[config.mk]
export PLATFORM = sky130hd
export DESIGN_NAME = data_bus_arbiter
export DESIGN_NICKNAME = d
export VERILOG_FILES = /design/src/rtl/data_bus_arbiter.sv
export SDC_FILE = /design/constraint.sdc
export NUM_CORES = 1
export LEC_CHECK = 0
export CAP_MARGIN = 20
export CORE_MARGIN = 1.5
export CORE_UTILIZATION = 41
export DETAILED_ROUTE_END_ITERATION = 10
export PLACE_DENSITY_LB_ADDON = 0.1
export RECOVER_POWER = 50
export SYNTH_ARGS = -nofsm -noshare
export SYNTH_HDL_FRONTEND = slang
export SYNTH_SLANG_ARGS = --single-unit
[constraint.sdc]
create_clock -name clk -period 2.6 [get_ports clk]
set_input_delay 0.78 -clock clk [delete_from_list [all_inputs] [get_ports clk]]
set_output_delay 0.78 -clock clk [all_outputs]
set_load 0.01 [all_outputs]
[src/rtl/data_bus_arbiter.sv]
// Two-requester round-robin arbiter in front of a single data bus controller.
// Misaligned or illegal requests are rejected locally with an error pulse.
// A stuck slave is cut off after TIMEOUT wait cycles.
module data_bus_arbiter #(
    parameter int TIMEOUT = 15
) (
    input  logic        clk,
    input  logic        rst,
    input  logic        m0_req,
    input  logic        m0_we,
    input  logic [1:0]  m0_size,
    input  logic [31:0] m0_addr,
    input  logic [31:0] m0_wdata,
    output logic [31:0] m0_rdata,
    output logic        m0_done,
    output logic        m0_err,
    input  logic        m1_req,
    input  logic        m1_we,
    input  logic [1:0]  m1_size,
    input  logic [31:0] m1_addr,
    input  logic [31:0] m1_wdata,
    output logic [31:0] m1_rdata,
    output logic        m1_done,
    output logic        m1_err,
    output logic        s_req,
    output logic        s_we,
    output logic [1:0]  s_size,
    output logic [31:0] s_addr,
    output logic [31:0] s_wdata,
    input  logic [31:0] s_rdata,
    input  logic        s_ack
);

    typedef enum logic [1:0] {IDLE, BUSY0, BUSY1} state_t;

    state_t      state, state_nxt;
    logic        last, last_nxt;
    logic [7:0]  cnt, cnt_nxt;
    logic        s_req_nxt, s_we_nxt;
    logic [1:0]  s_size_nxt;
    logic [31:0] s_addr_nxt, s_wdata_nxt;
    logic [1:0]  done_nxt, err_nxt;
    logic [31:0] rdata0_nxt, rdata1_nxt;

    // A requester whose done pulse is showing this cycle is still holding a
    // stale request, so it is not eligible until the pulse is gone.
    logic        elig0, elig1, sel, owner;
    logic        sel_we;
    logic [1:0]  sel_size;
    logic [31:0] sel_addr, sel_wdata;
    logic        sel_bad;

    assign elig0     = m0_req & ~m0_done;
    assign elig1     = m1_req & ~m1_done;
    // On contention the requester not served last wins.
    assign sel       = (elig0 & elig1) ? ~last : elig1;
    assign sel_we    = sel ? m1_we    : m0_we;
    assign sel_size  = sel ? m1_size  : m0_size;
    assign sel_addr  = sel ? m1_addr  : m0_addr;
    assign sel_wdata = sel ? m1_wdata : m0_wdata;
    assign sel_bad   = (sel_size == 2'b11) ||
                       (sel_size == 2'b01 && sel_addr[0]) ||
                       (sel_size == 2'b10 && sel_addr[1:0] != 2'b00);
    assign owner     = (state == BUSY1);

    // Next-state, grant and completion decisions.
    always_comb begin
        state_nxt   = state;
        last_nxt    = last;
        cnt_nxt     = cnt;
        s_req_nxt   = s_req;
        s_we_nxt    = s_we;
        s_size_nxt  = s_size;
        s_addr_nxt  = s_addr;
        s_wdata_nxt = s_wdata;
        done_nxt    = 2'b00;
        err_nxt     = 2'b00;
        rdata0_nxt  = 32'h0;
        rdata1_nxt  = 32'h0;
        case (state)
            IDLE: begin
                if (elig0 | elig1) begin
                    if (sel_bad) begin
                        done_nxt[sel] = 1'b1;
                        err_nxt[sel]  = 1'b1;
                        last_nxt      = sel;
                    end else begin
                        s_req_nxt   = 1'b1;
                        s_we_nxt    = sel_we;
                        s_size_nxt  = sel_size;
                        s_addr_nxt  = sel_addr;
                        s_wdata_nxt = sel_wdata;
                        cnt_nxt     = 8'd0;
                        state_nxt   = sel ? BUSY1 : BUSY0;
                    end
                end
            end
            BUSY0, BUSY1: begin
                if (s_ack) begin
                    // Ack beats the timeout on the same edge.
                    done_nxt[owner] = 1'b1;
                    if (!s_we) begin
                        if (owner) rdata1_nxt = s_rdata;
                        else       rdata0_nxt = s_rdata;
                    end
                    s_req_nxt = 1'b0;
                    last_nxt  = owner;
                    state_nxt = IDLE;
                end else if (cnt == 8'(TIMEOUT - 1)) begin
                    done_nxt[owner] = 1'b1;
                    err_nxt[owner]  = 1'b1;
                    s_req_nxt = 1'b0;
                    last_nxt  = owner;
                    state_nxt = IDLE;
                end else begin
                    cnt_nxt = cnt + 8'd1;
                end
            end
            default: state_nxt = IDLE;
        endcase
    end

    // State and registered outputs; reset abandons any transaction at once.
    always_ff @(posedge clk or negedge rst) begin
        if (!rst) begin
            state    <= IDLE;
            last     <= 1'b1;
            cnt      <= 8'd0;
            s_req    <= 1'b0;
            s_we     <= 1'b0;
            s_size   <= 2'b00;
            s_addr   <= 32'h0;
            s_wdata  <= 32'h0;
            m0_done  <= 1'b0;
            m0_err   <= 1'b0;
            m0_rdata <= 32'h0;
            m1_done  <= 1'b0;
            m1_err   <= 1'b0;
            m1_rdata <= 32'h0;
        end else begin
            state    <= state_nxt;
            last     <= last_nxt;
            cnt      <= cnt_nxt;
            s_req    <= s_req_nxt;
            s_we     <= s_we_nxt;
            s_size   <= s_size_nxt;
            s_addr   <= s_addr_nxt;
            s_wdata  <= s_wdata_nxt;
            m0_done  <= done_nxt[0];
            m0_err   <= err_nxt[0];
            m0_rdata <= rdata0_nxt;
            m1_done  <= done_nxt[1];
            m1_err   <= err_nxt[1];
            m1_rdata <= rdata1_nxt;
        end
    end

endmodule

# ---- Word-level counts from Yosys, hierarchy flattened
# Cells that the tools add are included.
dict set report word_totals {
  mem_bits_rw 0
  elab_cells 99
  out_inout_bits 136
  inputBits 171
  latch_bits 0
  memories 0
  regBits 147
  rom_bits 0
}
dict set report op_classes {
  n_mul 0
  magnitude_cmp 4
  addsub 1
  div_mod_pow 0
  muxes 45
  shift 0
  n_eq_ne 12
  n_reduce_logical 15
  bitwise 8
}
# op count
set op_table {}
lappend op_table {{$mux W32} 10}
lappend op_table {{$mux W8} 4}
lappend op_table {{$mux W2} 11}
lappend op_table {{$pmux W8 S2} 1}
lappend op_table {{$mux W1} 12}
lappend op_table {{$pmux W2 S2} 3}
lappend op_table {{$ne A2 B2 Y1 const B} 5}
lappend op_table {{$add A8 B1 Y8 const B} 1}
lappend op_table {{$eq A8 B4 Y1 const B} 1}
lappend op_table {{$reduce_and A4 Y1} 2}
lappend op_table {{$eq A2 B2 Y1 const B} 3}
lappend op_table {{$reduce_and A3 Y1} 2}
lappend op_table {{$reduce_and A5 Y1} 1}
lappend op_table {{$eq A2 B1 Y1 const B} 2}
lappend op_table {{$logic_and A1 B1 Y1} 4}
lappend op_table {{$lt A1 B2 Y1 const B} 2}
lappend op_table {{$not A1 Y1} 4}
lappend op_table {{$pmux W1 S2} 2}
lappend op_table {{$reduce_bool A2 Y1} 2}
lappend op_table {{$and A1 B1 Y1} 3}
lappend op_table {{$ne A3 B3 Y1 const B} 1}
lappend op_table {{$demux W1 S1} 2}
lappend op_table {{$ge A1 B1 Y1 const B} 2}
lappend op_table {{$logic_not A2 Y1} 1}
lappend op_table {{other kinds (3)} 4}

# ---- Longest topological paths before layout
# Gate-level depths: netlist of the first run.
dict set report logic_depth {
  ltp_word 12
  depth_mapped 9
  ltp_nobuf 8
}

# ---- Worst setup path before layout of the first run
# Ideal clock, no wire load.
dict set report synth_timing {
  path_type {input port to flip-flop}
  startpoint {input m0_req}
  endpoint {register cnt[3]}
  arrival_ns 2.173
  n_path_buf 0
  stages 6
  slack_ns 0.358
  t_required_ns 2.531
  setup_ns 0.069
  path_cell_list {nor2b_4 > a21oi_4 > mux2i_4 > a31oi_4 > or4_1 > nand3_1}
}
dict set report synth_via {
  elab_chain_len 10
  word_cells_on_any_way 17
  classes_between {eq/ne (5); mux (3); bitwise (3); reduce/logical (6)}
}
# item line
set synth_rtl {}
lappend synth_rtl {{from (decl)} 9} ;# input logic m0_req,
lappend synth_rtl {{$and A1 B1 Y1 *} 53} ;# assign elig0 = m0_req & ~m0_done;
lappend synth_rtl {{$and A1 B1 Y1} 56} ;# assign sel = (elig0 & elig1) ? ~last : elig1;
lappend synth_rtl {{$mux W1} 56}
lappend synth_rtl {{$mux W2} 58} ;# assign sel_size = sel ? m1_size : m0_size;
lappend synth_rtl {{$eq A2 B1 Y1} 62} ;# (sel_size == 2'b01 && sel_addr[0]) ||
lappend synth_rtl {{$logic_and A1 B1 Y1} 62}
lappend synth_rtl {{$logic_or A1 B1 Y1} 61} ;# assign sel_bad = (sel_size == 2'b11) ||
lappend synth_rtl {{$logic_or A1 B1 Y1} 62}
lappend synth_rtl {{$ne A2 B2 Y1 (no source line)} --}
lappend synth_rtl {{$reduce_and A5 Y1 (no source line) *} --}
lappend synth_rtl {{to (signal assigned)} 143} ;# cnt <= cnt_nxt;
lappend synth_rtl {{to (decl)} 38} ;# logic [7:0] cnt, cnt_nxt;
# Every way passes the cells marked *; elsewhere a longest branch is shown, timed or not.
# A chain may end at the register's enable or synchronous reset.

# ---- Worst setup path in the final report of the first run
dict set report layout_timing {
  startpoint {input m1_addr[0]}
  endpoint {register cnt[4]}
}
dict set report layout_via {
  elab_chain_len 6
  word_cells_on_any_way 8
  classes_between {eq/ne (1); mux (1); reduce/logical (6)}
}
# item line
set layout_rtl {}
lappend layout_rtl {{from (decl)} 20} ;# input logic [31:0] m1_addr,
lappend layout_rtl {{$mux W32 *} 59} ;# assign sel_addr = sel ? m1_addr : m0_addr;
lappend layout_rtl {{$reduce_bool A2 Y1 or $logic_and A1 B1 Y1 (tied branches)} {63, 62}}
lappend layout_rtl {{$logic_and A1 B1 Y1 or $logic_or A1 B1 Y1 (tied branches)} {63, 61}}
lappend layout_rtl {{$logic_or A1 B1 Y1 *} 62}
lappend layout_rtl {{$ne A2 B2 Y1 (no source line) *} --}
lappend layout_rtl {{$reduce_and A5 Y1 (no source line) *} --}
# Marked as above.

==> metrics.txt, run 1 <==
Detailed Route WL=18.5 mm; Setup Skew=0.00570 ns; total number of vias=5345; met2 usage=0.420; CTS tree=done; Startpoint Class=primary input; reg2reg end=m0_rdata[21]; Final min period=2.36 ns; Hold Path Cell Cnt=2; PortBufs=306; Reg2Reg Depth=7; CP arrival=2.65 ns; Mapped Area=6250 µm²; final core occ=0.691; RR Startpoint=state[0]; Core ar.=14700 µm²; antenna-violating nets left=0; antenna cells=0; r2r setup slk=0.47 ns; post-CTS sizing=0; CTS Buf Count=17; GR Util met3=0.0641; remaining global-route overflow=0; largest net degree at the start of global routing=73; Cell variety after synth=46; GRT busiest layer=met2; Hold WS=0.478 ns; H-tree Lvls=4; Setup-failing EPs final=0; Pleak=4.78 nW; Max Clk Rate=424 MHz; GR met1 Demand/Resource=0.278; routed len/inst=17.0 µm; CP cell instances=dlygate4sd3_1 > a21oi_1 > nor2_1 > mux2i_4 > a31oi_4 > buf_4 > nor4_1 > a211o_1; CTS root buf=clkbuf_16; Setup CP Type=in -> reg; FF+latch count, synth=147; Hold Vio Cnt, Final=0; vias in the first global route=5490; crit-path leading delay family=buffers and inverters; CP peak stage delay=0.58 ns; Initial Util=0.425; Seq/Total Area, Yosys=0.589; Ys Warns=0; status=finished clean; synthesized instance count=575; worst min path class=reg -> reg; share of cells above drive strength 1=0.0773; num rows=44; Max VDD drop=556 µV; setup bufs post-CTS=0; CP max stage cell=dlygate4sd3_1; syn_nets=751; Worst-Skew Late Latency=0.41 ns; die width=126 µm; crit path capture type=register; Sinks on Clock Net=147; First DRT Iteration DRCs=185; pwr dens=975 nW/µm²; drt drc=0; Total GRT Usage=0.237; CTS Hold Bufs=0; fill cell count=1084; first-pass iteration count of the detailed router=5; global-route wire length before repair=28.9 mm; HP Start=s_wdata[13]; Req. time, crit path=2.90 ns; register area=3680 µm²; clk buf depth=2; die area=16000 µm²; area grow syn2layout=62.4%; vias per cell=4.91; IO Count=307; Final period util=0.906; Hold EP=s_wdata[13]; Clock transition at path regs=0.06 ns; hpwl dp=14.3 mm; worst slew pin tran=1.31 ns; RSZ-0062 raised after global routing=false; GP Congestion=0.895; mean post-synth cell area=10.9 µm²; initial antenna violation count=0; max-cap check violation count=0; Bufs and invs on worst path=2; Slew headroom=0.126; multi-input combinational cell area=2370 µm²; crit-path max FO=12; die extent in y=126 µm; fin area=10200 µm²; fin nets=1068; Pins Over Slew Limit=0; Cell Area, Placed=9600 µm²
layout make-up:
type                       instances  area share
clock buffer                      20      0.0450
inverter                           5     0.00185
multi-input combinational        390       0.233
sequential                       147       0.362
timing repair buffer             331       0.322
tap                              184      0.0227
clock inverter                    12      0.0129
worst max path at each step:
stage               start      to  slack (ns)  cells past startpoint
2_1_floorplan      m0_req  cnt[3]        0.36                      6
3_3_place_gp   m1_addr[0]  cnt[4]       -0.04                      8
3_5_place_dp   m1_size[0]  cnt[4]       -0.09                      8
4_1_cts        m1_size[0]  cnt[4]        0.34                      8
5_1_grt        m1_addr[0]  cnt[4]        0.18                      8
6_report       m1_addr[0]  cnt[4]        0.24                      8
sequential cells by signal, summed over array words and instances, names as in the netlist:
name / count
m0_rdata: 32
m1_rdata: 32
s_addr: 32
s_wdata: 32
cnt: 8
s_size: 2
state: 2
last: 1
m0_done: 1
m0_err: 1
m1_done: 1
m1_err: 1
s_req: 1
s_we: 1
metrics by stage:
step | total power [W] | worst slack (ns) | std cells | setup TNS [ns]
after floorplan | 0.00538 | 0.358 | 575 | 0
after global placement | 0.00747 | -0.0450 | 1057 | -0.0883
after detailed placement | 0.00760 | -0.0865 | 1057 | -0.237
after CTS | 0.0100 | 0.345 | 1089 | 0
after global routing | 0.0105 | 0.179 | 1089 | 0
final | 0.00990 | 0.244 | 1089 | 0
cells by family (layout without fill, tap and decap cells):
group	count (synthesis)	after routing	share of synthesized area
AO/OA/AOI/OAI	96	96	0.0903
AND/OR/NAND/NOR	219	219	0.162
multiplexers	70	70	0.114
adder cells (fa/ha/maj)	5	5	0.0100
buffers and inverters	38	368	0.0348
flip-flops	147	147	0.589
synthesized netlist by cell type (all sizes together):
| cell | n | area (µm²) |
|---|---|---|
| and2 | 1 | 6.26 |
| nand2 | 78 | 293 |
| dfrtp | 146 | 3650 |
| nor2b | 3 | 26.3 |
| a21oi | 10 | 65.1 |
| a21boi | 1 | 7.51 |
| or3 | 1 | 11.3 |
| buf | 16 | 104 |
| mux2i | 70 | 713 |
| o21bai | 1 | 18.8 |
| o31ai | 3 | 22.5 |
| nand2b | 33 | 214 |
| o21ai | 73 | 365 |
| o41ai | 1 | 8.76 |
| o221ai | 1 | 8.76 |
| nor3 | 6 | 30.0 |
| inv | 4 | 15.0 |
| and3 | 3 | 20.0 |
| a211oi | 1 | 12.5 |
| clkbuf | 17 | 95.1 |
| nand4b | 1 | 15.0 |
| nor4 | 1 | 6.26 |
| a21o | 1 | 7.51 |
| dfstp | 1 | 26.3 |
| o2bb2ai | 1 | 8.76 |
| nand3b | 1 | 7.51 |
| or4 | 2 | 15.0 |
| nand4 | 4 | 25.0 |
| a31oi | 1 | 21.3 |
| a211o | 2 | 17.5 |
| nor2 | 72 | 270 |
| or2b | 1 | 8.76 |
| clkinv | 1 | 3.75 |
| ha | 5 | 62.6 |
| nand3 | 12 | 65.1 |
report_power, final:
group | internal, W | switching (W) | leakage (nW) | total, W
Sequential | 0.00297 | 0.000373 | 1.93 | 0.00334
Combinational | 0.00209 | 0.00207 | 2.57 | 0.00416
Clock | 0.00146 | 0.000935 | 0.278 | 0.00240
tightest hold or removal path: stages (launching register included):
cell and delay, ns:
dfrtp_1 0.34, nand2_1 0.04, o21ai_0 0.06
cell usage in the layout, fill, tap and decap left out, drive strengths merged:
cell,netlist,layout
a211o,2,2
a211oi,1,1
a21boi,1,1
a21o,1,1
a21oi,10,10
a31oi,1,1
and2,1,1
and3,3,3
buf,16,18
bufinv,0,2
clkbuf,17,28
clkdlybuf4s50,0,272
clkinv,1,6
clkinvlp,0,4
dfrtp,146,146
dfstp,1,1
dlygate4sd3,0,33
ha,5,5
inv,4,5
mux2i,70,70
nand2,78,78
nand2b,33,33
nand3,12,12
nand3b,1,1
nand4,4,4
nand4b,1,1
nor2,72,72
nor2b,3,3
nor3,6,6
nor4,1,1
o21ai,73,73
o21bai,1,1
o221ai,1,1
o2bb2ai,1,1
o31ai,3,3
o41ai,1,1
or2b,1,1
or3,1,1
or4,2,2
routing by layer:
layer / share of wire / wire length [µm]
met1: 0.40 / 7340
met2: 0.51 / 9470
met3: 0.074 / 1370
met4: 0.018 / 337
met5: 0 / 0
No activity file was read; power rests on OpenSTA's default activity.
==> run 2: changes to the inputs <==
MAX_ROUTING_LAYER = met4   (was unset)
PLACE_DENSITY_LB_ADDON = 0.12   (was 0.1)
==> metrics.txt, run 2 (synthesis results as in run 1) <==
Clk pwr share=0.231; worst min path class=reg -> reg; die extent in y=126 µm; Hold Vio Cnt, Final=0; fin nets=1074; CP max stage cell=clkdlybuf4s50_1; Bufs and invs on worst path=2; fill cell count=1114; crit-path max FO=16; Internal Pwr Total=0.00649 W; CTS tree=done; share of cells above drive strength 1=0.0804; Slew headroom=0.229; routed len/inst=16.7 µm; GP Congestion=0.913; die width=126 µm; RSZ-0062 raised after global routing=false; setup bufs post-CTS=0; status=finished clean; worst slew pin tran=1.16 ns; CP arrival=2.73 ns; Comb pwr share=0.430; Final period util=0.928; largest net degree at the start of global routing=65; first-pass iteration count of the detailed router=5; DP Worst Slack=-0.0619 ns; Setup Skew=0.00740 ns; Setup-failing EPs final=0; Sw Share=0.338; IO Count=307; hpwl dp=14.0 mm; Worst-Skew Late Latency=0.41 ns; Setup CP Type=in -> reg; Core ar.=14700 µm²; Pins Over Slew Limit=0; clk buf depth=2; vias per cell=4.91; Pleak=4.81 nW; CP cell instances=clkdlybuf4s50_1 > nor2b_4 > buf_4 > a21o_2 > nand4_1 > and3_1 > o21ai_0 > o221ai_1; Req. time, crit path=2.92 ns; most frequent cells in the layout=clkdlybuf4s50_1 (272), dfrtp_1 (146), nand2_1 (78); Max VDD drop=578 µV; Max Clk Rate=415 MHz; Total GRT Usage=0.241; total number of vias=5362; CTS root buf=clkbuf_16; Sequential Power Share=0.339; global-route wire length before repair=28.7 mm; First DRT Iteration DRCs=210; antenna-violating nets left=0; CP peak stage delay=0.47 ns; pwr dens=964 nW/µm²; most common cell after layout, fill and taps aside=clkdlybuf4s50_1; CTS Hold Bufs=0; Initial Util=0.425; crit path capture type=register; Startpoint Class=primary input; vias in the first global route=5481; Sinks on Clock Net=147; post-CTS sizing=0; antenna cells=0; CTS Buf Count=17; Final min period=2.41 ns; Clock transition at path regs=0.06 ns; Detailed Route WL=18.2 mm; drt drc=0; PortBufs=306; area grow syn2layout=62.9%; final core occ=0.693; setup ws final=0.188 ns; H-tree Lvls=4; num rows=44; Net Switching=0.00332 W; remaining global-route overflow=0; initial antenna violation count=0; max-cap check violation count=0; crit-path leading delay family=compound AO/OA/AOI/OAI gates; die area=16000 µm²
## run 2: cell count changes in the layout (fill, tap and decap cells not counted), moves of 2 or more
cell        before  now
clkbuf_8         2    0
clkinvlp_4       4    2
clkbuf_2         4    2
buf_12           3    5
buf_4           15   23
## run 2: layer usage
| layer | wire, µm | vias up | global-route usage |
|---|---|---|---|
| met5 | 0 | - | - |
| met4 | 306 | 0 | 0.0784 |
| met3 | 1380 | 18 | 0.0616 |
| met2 | 9340 | 236 | 0.413 |
| met1 | 7190 | 2534 | 0.276 |
| li1 | - | 2574 | - |
## run 2: layout make-up
type | count | area [µm²] | area share
flip-flops and latches | 147 | 3680 | 0.361
repair buffers | 337 | 3350 | 0.329
multi-input cells | 390 | 2360 | 0.232
clock buffers | 19 | 433 | 0.0425
well taps | 184 | 230 | 0.0226
clock inverters | 10 | 113 | 0.0111
inverters | 5 | 18.8 | 0.00184
## run 2: final timing paths
path / startpoint / slack (ns) / to / depth (start not counted)
worst min register to register: s_wdata[30] / 0.48 / s_wdata[30] / 2
max in group asynchronous: rst / 0.55 / m0_rdata[15] / 2
min in group asynchronous: rst / 0.60 / m0_rdata[4] / 1
worst min-delay path: s_wdata[30] / 0.48 / s_wdata[30] / 2
worst max register to register: cnt[0] / 0.49 / cnt[4] / 9
worst max-delay path: m0_req / 0.19 / last / 8
## run 2: power by group through the flow
stage / Clock [W] / Combinational (W) / Sequential [W]
CTS: 0.00232 / 0.00430 / 0.00334
detailed placement: 0 / 0.00428 / 0.00336
global route: 0.00241 / 0.00458 / 0.00342
finish: 0.00227 / 0.00422 / 0.00332
global placement: 0 / 0.00417 / 0.00333
floorplan: 0 / 0.00175 / 0.00363
## run 2: stage by stage
step           std cells  total power [W]  hold slack, ns  TNS (ns)  cell area (µm²)
2_1_floorplan        575          0.00538           0.484         0             6250
3_3_place_gp        1063          0.00750           0.462   -0.0576             9660
3_5_place_dp        1063          0.00763           0.469    -0.244             9660
4_1_cts             1092          0.00995           0.300         0            10200
5_1_grt             1092           0.0104           0.506         0            10200
6_report            1092          0.00981           0.476         0            10200
## run 2: worst register-to-register path, stage by stage, from the launching register on
cell and delay [ns]:
dfrtp_1 0.43, inv_1 0.11, ha_1 0.17, nand4b_2 0.17, o21bai_4 0.27, a21oi_2 0.11
a31oi_4 0.20, buf_4 0.21, nor4_1 0.07, a211o_1 0.27
